==> config.mk <==
export PLATFORM = sky130hd
export DESIGN_NAME = dsp48a1_mac_sequencer_flat
export DESIGN_NICKNAME = d
export VERILOG_FILES = /design/src/rtl/dsp48a1_mac_sequencer_if.sv /design/src/rtl/dsp48a1_mac_sequencer.sv /design/src/flat_wrapper.sv
export SDC_FILE = /design/constraint.sdc
export NUM_CORES = 1
export LEC_CHECK = 0
export CORE_MARGIN = 5
export CORE_UTILIZATION = 28
export CTS_CLUSTER_SIZE = 20
export DETAILED_ROUTE_END_ITERATION = 12
export PLACE_DENSITY = 0.82
export SLEW_MARGIN = 20
export SYNTH_ARGS = -nofsm -noshare
export SYNTH_HDL_FRONTEND = slang
export SYNTH_SLANG_ARGS = --single-unit
==> constraint.sdc <==
create_clock -name CLK -period 1.9 [get_ports CLK]
set_input_delay 0.38 -clock CLK [delete_from_list [all_inputs] [get_ports CLK]]
set_output_delay 0.38 -clock CLK [all_outputs]
set_load 0.005 [all_outputs]
==> src/rtl/dsp48a1_mac_sequencer_if.sv <==
// Job, operand and result streams plus the DSP48A1 control/data wires
// between the MAC sequencer and its environment (client and slice).
interface dsp48a1_mac_sequencer_if #(
  parameter int unsigned LEN_W = 8
);
  localparam int unsigned OP_W = 18;
  localparam int unsigned P_W  = 48;

  logic             START;
  logic [LEN_W-1:0] LEN;
  logic             BUSY;
  logic             OP_VALID;
  logic             OP_READY;
  logic [OP_W-1:0]  OP_A;
  logic [OP_W-1:0]  OP_B;
  logic [OP_W-1:0]  DSP_A;
  logic [OP_W-1:0]  DSP_B;
  logic [7:0]       DSP_OPMODE;
  logic             DSP_CEA;
  logic             DSP_CEB;
  logic             DSP_CEOPMODE;
  logic             DSP_CEM;
  logic             DSP_CEP;
  logic             DSP_RSTP;
  logic [P_W-1:0]   DSP_P;
  logic             RES_VALID;
  logic             RES_READY;
  logic [P_W-1:0]   RES_DATA;

  // Sequencer side.
  modport slave (
    input  START, LEN, OP_VALID, OP_A, OP_B, DSP_P, RES_READY,
    output BUSY, OP_READY, DSP_A, DSP_B, DSP_OPMODE, DSP_CEA, DSP_CEB,
           DSP_CEOPMODE, DSP_CEM, DSP_CEP, DSP_RSTP, RES_VALID, RES_DATA
  );

  // Client plus slice side.
  modport master (
    output START, LEN, OP_VALID, OP_A, OP_B, DSP_P, RES_READY,
    input  BUSY, OP_READY, DSP_A, DSP_B, DSP_OPMODE, DSP_CEA, DSP_CEB,
           DSP_CEOPMODE, DSP_CEM, DSP_CEP, DSP_RSTP, RES_VALID, RES_DATA
  );
endinterface

==> src/rtl/dsp48a1_mac_sequencer.sv <==
// Drives one DSP48A1 slice (A1/B1/M/P/OPMODE registered) as an unsigned
// multiply-accumulate engine and returns the 48-bit dot product of a job.
module dsp48a1_mac_sequencer #(
  parameter int unsigned LEN_W = 8
) (
  input logic                      CLK,
  input logic                      RST_N,
  dsp48a1_mac_sequencer_if.slave   bus
);

  localparam logic [7:0] OPMODE_LOAD = 8'h01;  // P = M
  localparam logic [7:0] OPMODE_ACC  = 8'h09;  // P = P + M

  typedef enum logic [2:0] {
    S_IDLE,
    S_CLEAR,
    S_RUN,
    S_DRAIN,
    S_DONE
  } state_t;

  state_t           state, state_nxt;
  logic [LEN_W-1:0] remaining, remaining_nxt;
  logic             first, first_nxt;
  logic             v1, v2;
  logic             busy_q, op_ready_q, res_valid_q;
  logic [7:0]       opmode_q;
  logic             hs_c;

  assign hs_c = bus.OP_VALID & op_ready_q;

  // Next-state and job bookkeeping.
  always_comb begin
    state_nxt     = state;
    remaining_nxt = remaining;
    first_nxt     = first;
    unique case (state)
      S_IDLE: begin
        if (bus.START) begin
          remaining_nxt = bus.LEN;
          first_nxt     = 1'b1;
          state_nxt     = S_CLEAR;
        end
      end
      S_CLEAR: begin
        state_nxt = (remaining == LEN_W'(0)) ? S_DONE : S_RUN;
      end
      S_RUN: begin
        if (hs_c) begin
          remaining_nxt = remaining - LEN_W'(1);
          first_nxt     = 1'b0;
          if (remaining == LEN_W'(1)) state_nxt = S_DRAIN;
        end
      end
      S_DRAIN: begin
        // Final P load happens on the edge that enters DONE.
        if (!v1 && v2) state_nxt = S_DONE;
      end
      S_DONE: begin
        if (bus.RES_READY) state_nxt = S_IDLE;
      end
      default: state_nxt = S_IDLE;
    endcase
  end

  // State, pipeline flags and registered control outputs.
  always_ff @(posedge CLK) begin
    if (!RST_N) begin
      state       <= S_IDLE;
      remaining   <= '0;
      first       <= 1'b0;
      v1          <= 1'b0;
      v2          <= 1'b0;
      busy_q      <= 1'b0;
      op_ready_q  <= 1'b0;
      res_valid_q <= 1'b0;
      opmode_q    <= 8'h00;
    end else begin
      state       <= state_nxt;
      remaining   <= remaining_nxt;
      first       <= first_nxt;
      v1          <= hs_c;
      v2          <= v1;
      busy_q      <= (state_nxt != S_IDLE);
      op_ready_q  <= (state_nxt == S_RUN);
      res_valid_q <= (state_nxt == S_DONE);
      opmode_q    <= (hs_c && first) ? OPMODE_LOAD : OPMODE_ACC;
    end
  end

  assign bus.BUSY         = busy_q;
  assign bus.OP_READY     = op_ready_q;
  assign bus.RES_VALID    = res_valid_q;
  assign bus.RES_DATA     = bus.DSP_P;
  assign bus.DSP_A        = bus.OP_A;
  assign bus.DSP_B        = bus.OP_B;
  assign bus.DSP_CEA      = hs_c;
  assign bus.DSP_CEB      = hs_c;
  assign bus.DSP_CEOPMODE = busy_q;
  assign bus.DSP_CEM      = v1;
  assign bus.DSP_CEP      = v2;
  assign bus.DSP_OPMODE   = opmode_q;
  // P is held in reset during RST_N low and cleared once per job.
  assign bus.DSP_RSTP     = ~RST_N | (state == S_CLEAR);

endmodule

==> src/flat_wrapper.sv <==
// flat-port wrapper written by rule: the top's interface ports become plain ports
module dsp48a1_mac_sequencer_flat 
#(
  parameter int unsigned LEN_W = 8
)
  (CLK, RST_N, bus_START, bus_LEN, bus_OP_VALID, bus_OP_A, bus_OP_B, bus_DSP_P, bus_RES_READY, bus_BUSY, bus_OP_READY, bus_DSP_A, bus_DSP_B, bus_DSP_OPMODE, bus_DSP_CEA, bus_DSP_CEB, bus_DSP_CEOPMODE, bus_DSP_CEM, bus_DSP_CEP, bus_DSP_RSTP, bus_RES_VALID, bus_RES_DATA);
  dsp48a1_mac_sequencer_if #(.LEN_W(LEN_W)) bus_i ();
  input logic CLK;
  input logic RST_N;
  input wire logic [$bits(bus_i.START)-1:0] bus_START;
  input wire logic [$bits(bus_i.LEN)-1:0] bus_LEN;
  input wire logic [$bits(bus_i.OP_VALID)-1:0] bus_OP_VALID;
  input wire logic [$bits(bus_i.OP_A)-1:0] bus_OP_A;
  input wire logic [$bits(bus_i.OP_B)-1:0] bus_OP_B;
  input wire logic [$bits(bus_i.DSP_P)-1:0] bus_DSP_P;
  input wire logic [$bits(bus_i.RES_READY)-1:0] bus_RES_READY;
  output wire logic [$bits(bus_i.BUSY)-1:0] bus_BUSY;
  output wire logic [$bits(bus_i.OP_READY)-1:0] bus_OP_READY;
  output wire logic [$bits(bus_i.DSP_A)-1:0] bus_DSP_A;
  output wire logic [$bits(bus_i.DSP_B)-1:0] bus_DSP_B;
  output wire logic [$bits(bus_i.DSP_OPMODE)-1:0] bus_DSP_OPMODE;
  output wire logic [$bits(bus_i.DSP_CEA)-1:0] bus_DSP_CEA;
  output wire logic [$bits(bus_i.DSP_CEB)-1:0] bus_DSP_CEB;
  output wire logic [$bits(bus_i.DSP_CEOPMODE)-1:0] bus_DSP_CEOPMODE;
  output wire logic [$bits(bus_i.DSP_CEM)-1:0] bus_DSP_CEM;
  output wire logic [$bits(bus_i.DSP_CEP)-1:0] bus_DSP_CEP;
  output wire logic [$bits(bus_i.DSP_RSTP)-1:0] bus_DSP_RSTP;
  output wire logic [$bits(bus_i.RES_VALID)-1:0] bus_RES_VALID;
  output wire logic [$bits(bus_i.RES_DATA)-1:0] bus_RES_DATA;
  assign bus_i.START = bus_START;
  assign bus_i.LEN = bus_LEN;
  assign bus_i.OP_VALID = bus_OP_VALID;
  assign bus_i.OP_A = bus_OP_A;
  assign bus_i.OP_B = bus_OP_B;
  assign bus_i.DSP_P = bus_DSP_P;
  assign bus_i.RES_READY = bus_RES_READY;
  assign bus_BUSY = bus_i.BUSY;
  assign bus_OP_READY = bus_i.OP_READY;
  assign bus_DSP_A = bus_i.DSP_A;
  assign bus_DSP_B = bus_i.DSP_B;
  assign bus_DSP_OPMODE = bus_i.DSP_OPMODE;
  assign bus_DSP_CEA = bus_i.DSP_CEA;
  assign bus_DSP_CEB = bus_i.DSP_CEB;
  assign bus_DSP_CEOPMODE = bus_i.DSP_CEOPMODE;
  assign bus_DSP_CEM = bus_i.DSP_CEM;
  assign bus_DSP_CEP = bus_i.DSP_CEP;
  assign bus_DSP_RSTP = bus_i.DSP_RSTP;
  assign bus_RES_VALID = bus_i.RES_VALID;
  assign bus_RES_DATA = bus_i.RES_DATA;
  dsp48a1_mac_sequencer #(.LEN_W(LEN_W)) u_core (.CLK(CLK), .RST_N(RST_N), .bus(bus_i));
endmodule
== After elaboration in Yosys (flattened, before gate mapping) ==
Cells that the tools add are included.
W data, S select, Z words.

* Bits in registers: 25
* Latch bits: 0
* RAM bits: 0
* Memory bits (read-only): 0
* Bits of input ports: 97
* Output and inout bits: 101
* Word-level logic and storage cells: 44
* Memories kept: 0

* Add/subtract/negate cells: 1
* Multiply operators: 0
* Divide/modulo/power cells: 0
* Order comparisons: 0
* Eq/ne operators: 9
* Shift-type cells: 0
* Mux-type cells: 14
* Bitwise operators: 3
* Reductions and logical operators: 8

{| class="wikitable"
|+ Operator list
! cell !! number
|-
| $mux W3 || 6
|-
| $mux W8 || 2
|-
| $pmux W8 S2 || 1
|-
| $pmux W3 S5 || 1
|-
| $eq A3 B2 Y1 const B || 3
|-
| $eq A8 B1 Y1 const B || 1
|-
| $logic_not A8 Y1 || 1
|-
| $sub A8 B1 Y8 const B || 1
|-
| $eq A3 B3 Y1 const B || 2
|-
| $mux W4 || 1
|-
| $eq A3 B1 Y1 const B || 1
|-
| $logic_not A3 Y1 || 1
|-
| $reduce_and A3 Y1 || 1
|-
| $reduce_bool A3 Y1 || 1
|-
| $logic_and A1 B1 Y1 || 2
|-
| $mux W1 || 2
|-
| $ne A2 B1 Y1 const B || 1
|-
| $ne A2 B2 Y1 const B || 1
|-
| $pmux W1 S2 || 1
|-
| $reduce_bool A2 Y1 || 1
|-
| $and A1 B1 Y1 || 1
|-
| $logic_not A1 Y1 || 1
|-
| $not A1 Y1 || 1
|-
| $or A1 B1 Y1 || 1
|}

== Longest topological paths before layout ==
* Depth in word-level cells: 5
* Depth in mapped cells: 6
* Depth with buffers taken out: 6

== Worst setup path after synthesis ==
OpenSTA, ideal clock, no wires.

* Path type: register to register
* From: register u_core.remaining[0]
* To: register u_core.remaining[6]
* Setup time: 0.116 ns
* Arrival time: 1.288 ns
* Data required time: 1.784 ns
* Setup slack: 0.495 ns
* Cell stages (with the launch flop): 7
* Buffers on the path: 0
* Clock period less this slack: 1.405 ns
* Cell sequence: dfxtp_1 -> inv_1 -> ha_1 -> nor3b_1 -> and4_1 -> o21ai_0 -> o211a_1

* Word-level cells in the longest chain between the ends: 3

{| class="wikitable"
|+ Ends and longest elaborated chain
! what !! RTL line !! RTL
|-
| start: declaration || dsp48a1_mac_sequencer.sv:23 || <nowiki>logic [LEN_W-1:0] remaining, remaining_nxt;</nowiki>
|-
| start signal: assignment || dsp48a1_mac_sequencer.sv:80 || <nowiki>remaining <= remaining_nxt;</nowiki>
|-
| $sub A8 B1 Y8 || dsp48a1_mac_sequencer.sv:50 || <nowiki>remaining_nxt = remaining - LEN_W'(1);</nowiki>
|-
| $mux W8 || dsp48a1_mac_sequencer.sv:49 || <nowiki>if (hs_c) begin</nowiki>
|-
| $pmux W8 S2 || dsp48a1_mac_sequencer.sv:37 || <nowiki>unique case (state)</nowiki>
|}

Every way passes these cells. The select of a mux whose other input is x is not followed.
A chain may end at the register's enable or synchronous reset.

== Final worst setup path ==
* From: input bus_OP_VALID
* To: output bus_DSP_CEB

* Word-level cells in the longest chain between the ends: 1

{| class="wikitable"
|+ Ends and longest elaborated chain
! what !! RTL line !! RTL
|-
| start: declaration || flat_wrapper.sv:12 || <nowiki>input wire logic [$bits(bus_i.OP_VALID)-1:0] bus_OP_VALID;</nowiki>
|-
| $and A1 B1 Y1 || dsp48a1_mac_sequencer.sv:30 || <nowiki>assign hs_c = bus.OP_VALID & op_ready_q;</nowiki>
|-
| end: declaration || flat_wrapper.sv:23 || <nowiki>output wire logic [$bits(bus_i.DSP_CEB)-1:0] bus_DSP_CEB;</nowiki>
|}

Every way passes these cells.

==> metrics.md <==
| Metric | Value |
|---|---|
| Post-DR vias/cell | `4.62` |
| Post-Syn Instances | `216` |
| IO Count | `198` |
| H-tree depth | `1` |
| Max stage delay on crit path | `0.47 ns` |
| Clock insertion delay at the later pin of the skew report | `0.26 ns` |
| Max Freq | `0.585 GHz` |
| PD cells | `780 mW/mm²` |
| Total number of yosys warnings | `0` |
| Starting Density | `29.1%` |
| Fin crit share | `90.0%` |
| Drt initial violations | `55` |
| Area grow syn2layout | `-16.4%` |
| First-pass detailed-route iteration total | `4` |
| Port Buffers | `23` |
| Clock transition at the registers of the reported paths | `0.07 ns` |
| Post-synthesis sequential area ratio | `21.8%` |
| Vias in the first global route | `1,029` |
| Root Buffer | `clkbuf_8` |
| WS Path Type | `in2out` |
| Clk_skew | `0.00109 ns` |
| Area after DPL | `0.00140 mm²` |
| Uppermost routed layer | `met4` |
| CP max FO | `3` |
| Static Leakage | `0.609 nW` |
| Synth Area in XOR/XNOR | `0%` |
| Nets@finish | `260` |
| MaxCap Viol Count | `0` |
| Top FF cell, synth | `dfxtp_1` |
| Relative slew slack | `67.2%` |
| Data arrival, critical path | `1.33 ns` |
| Tmin final | `1.71 ns` |
| Syn Area/Cell | `8.07 µm²` |
| CTS max path bufs | `2` |
| Async set-reset flop share out of synthesis | `0%` |
| DIE HEIGHT | `88.9 µm` |
| CTS sink count | `19` |
| Status | `finished clean` |
| Wire length on met2 | `1280 µm` |
| Startpoint types | `input port` |
| Initial antenna violation count | `0` |
| GR Overflow Total | `0` |
| First-pass GRT wire length | `4760 µm` |
| Worst Path Required | `1.52 ns` |
| Crit end category | `output pin` |
| Routability Congestion | `0.820` |
| Total track usage | `7.85%` |
| Finished layout cell area | `0.00146 mm²` |
| Post-synthesis adder-cell area fraction | `2.15%` |
| Final core occ | `24.3%` |
| Via count | `1,081` |
| Final WL | `3060 µm` |
| Unrepaired setup endpoints after global routing | `no` |
| Yosys cell types | `44` |
| Largest net degree at the start of global routing | `14` |
| CTS Hold Buffers Added | `0` |
| Hold WC Path Type | `reg2reg` |
| DRC errors left | `0` |
| Hold Path Stages | `1` |
| Die footprint | `0.00790 mm²` |
| Wire length on met3 | `412 µm` |
| Post-Synthesis Cell Area | `0.00174 mm²` |
| CTS tree | `done` |
| Share of layout cells above drive strength 1 | `13.8%` |
| Peak supply drop | `0.325 mV` |
| Worst path slowest cell | `clkdlybuf4s50_1` |
| Final slew viol count | `0` |
| Compound-Gate Fraction of Synth Area | `13.9%` |
| Slew @ Worst Pin | `0.488 ns` |
| Setup violations, final | `0` |
| Core Region | `0.00599 mm²` |
| DP Wirelength | `2330 µm` |
| Final Hold Viols | `0` |
| CTS Buf Count | `3` |
| Die width | `88.9 µm` |
| Flop and latch count out of synthesis | `19` |
| # diodes | `0` |
| CP cell instances | `clkdlybuf4s50_1 -> nand2_1 -> inv_2 -> buf_4 -> dlygate4sd2_1` |
| Reg2reg path depth | `6` |
| Number of synthesized flops with an enable pin | `0` |
| Mux contribution to synthesized area | `0.646%` |
| Routed len/inst | `13.1 µm` |
| Largest family of logic cells by synthesized area | `buffers and inverters` |
| Simple-gate share of the synthesized area | `17.4%` |
| Wl on met1 | `1210 µm` |
| Detail Route Antenna Nets | `0` |
| # rows | `28` |
==> flip-flops by register name (all words and copies together), names as in the netlist <==
signal / flops
u_core.bus.DSP_CEP: 1
u_core.bus.OP_READY: 1
u_core.remaining: 8
u_core.first: 1
u_core.bus.DSP_CEM: 1
u_core.bus.RES_VALID: 1
u_core.bus.DSP_OPMODE: 2
u_core.state: 3
u_core.bus.BUSY: 1
==> report_power, final <==
group	internal (W)	switching (W)	leakage, nW
clock network	0.000146	0.000139	0.0255
registers	0.000444	0.0000408	0.157
logic	0.000184	0.000183	0.427
==> worst max-delay path: cells and delay by family <==
family,cells,cell delay (ns)
buffers and inverters,4,0.86
AND/OR/NAND/NOR,1,0.08
==> placed cells by master (no fill, tap or decap), types with 2 or more instances in the layout <==
cell | synthesis | routed
a211oi_1 | 2 | 2
a21o_1 | 2 | 2
a21oi_1 | 10 | 10
a31oi_1 | 2 | 2
and2_1 | 2 | 2
and3_1 | 2 | 2
and4_1 | 2 | 2
buf_4 | 92 | 8
clkbuf_8 | 0 | 3
clkdlybuf4s50_1 | 0 | 20
conb_1 | 1 | 6
dfxtp_1 | 19 | 19
dlygate4sd2_1 | 0 | 2
ha_1 | 3 | 3
inv_1 | 8 | 7
nand2_1 | 8 | 8
nand2b_1 | 2 | 2
nand3_1 | 2 | 2
nand4_1 | 2 | 2
nor2_1 | 14 | 14
nor2b_1 | 2 | 2
nor3_1 | 3 | 3
nor3b_1 | 2 | 2
o21a_1 | 2 | 2
o21ai_0 | 4 | 4
o21ai_1 | 6 | 6
==> worst paths after layout <==
| kind | endpoint | slack [ns] | from |
|---|---|---|---|
| setup reg to reg | u_core.remaining[6] | 0.28 | u_core.remaining[1] |
| setup / recovery | bus_DSP_CEB | 0.19 | bus_OP_VALID |
| hold reg to reg | u_core.bus.DSP_OPMODE[3] | 0.47 | u_core.first |
| hold / removal | u_core.bus.DSP_OPMODE[3] | 0.47 | u_core.first |
==> metal layers <==
layer  global-route usage [%]  vias to the layer above
met4                     5.49                        0
li1                         -                      505
met5                        0                        -
met3                     3.96                       24
met1                     8.49                      480
met2                     11.9                       72
==> logic make-up after synthesis <==
| kind of cell | after synthesis |
|---|---|
| fa+ha+maj | 3 |
| other cells | 1 |
| buf+inv | 105 |
| compound gates | 37 |
| flops | 19 |
| mux | 1 |
| simple gates | 50 |
==> layout make-up <==
cell class | count | area (µm²)
clock buffers | 3 | 41.3
clock inverters | 1 | 5.00
fillers | 643 | 4530
inverters | 8 | 30.0
multi-input cells | 97 | 617
flip-flops and latches | 19 | 380
well taps | 75 | 93.8
repair buffers | 31 | 290
==> metrics by stage <==
step                      std cells  total power (W)  hold slack (ns)  worst slack, ns  TNS (ns)
after floorplan                 221         0.000898            0.408            0.495         0
after global placement          229         0.000851            0.444          -0.0190   -0.0400
after detailed placement        229         0.000861            0.449          -0.0250   -0.0789
after CTS                       233          0.00115            0.461          0.00207         0
after global routing            234          0.00122            0.505           0.0998         0
final                           234          0.00114            0.465            0.190         0
==> Yosys cell counts, types with 3 or more instances <==
| cell type | number | share of area (%) |
|---|---|---|
| nor3_1 | 3 | 0.86 |
| o21ai_0 | 4 | 1.1 |
| nor2_1 | 14 | 3.0 |
| inv_1 | 8 | 1.7 |
| nand2_1 | 8 | 1.7 |
| buf_6 | 3 | 1.9 |
| o21ai_1 | 6 | 1.7 |
| a21oi_1 | 10 | 2.9 |
| buf_4 | 92 | 40 |
| ha_1 | 3 | 2.2 |
| dfxtp_1 | 19 | 22 |
==> timing repair <==
action	CTS	global route
setup endpoints to repair	3	1
resized for setup	3	1
setup buffers	0	1
(Power assumes the default switching activity.)
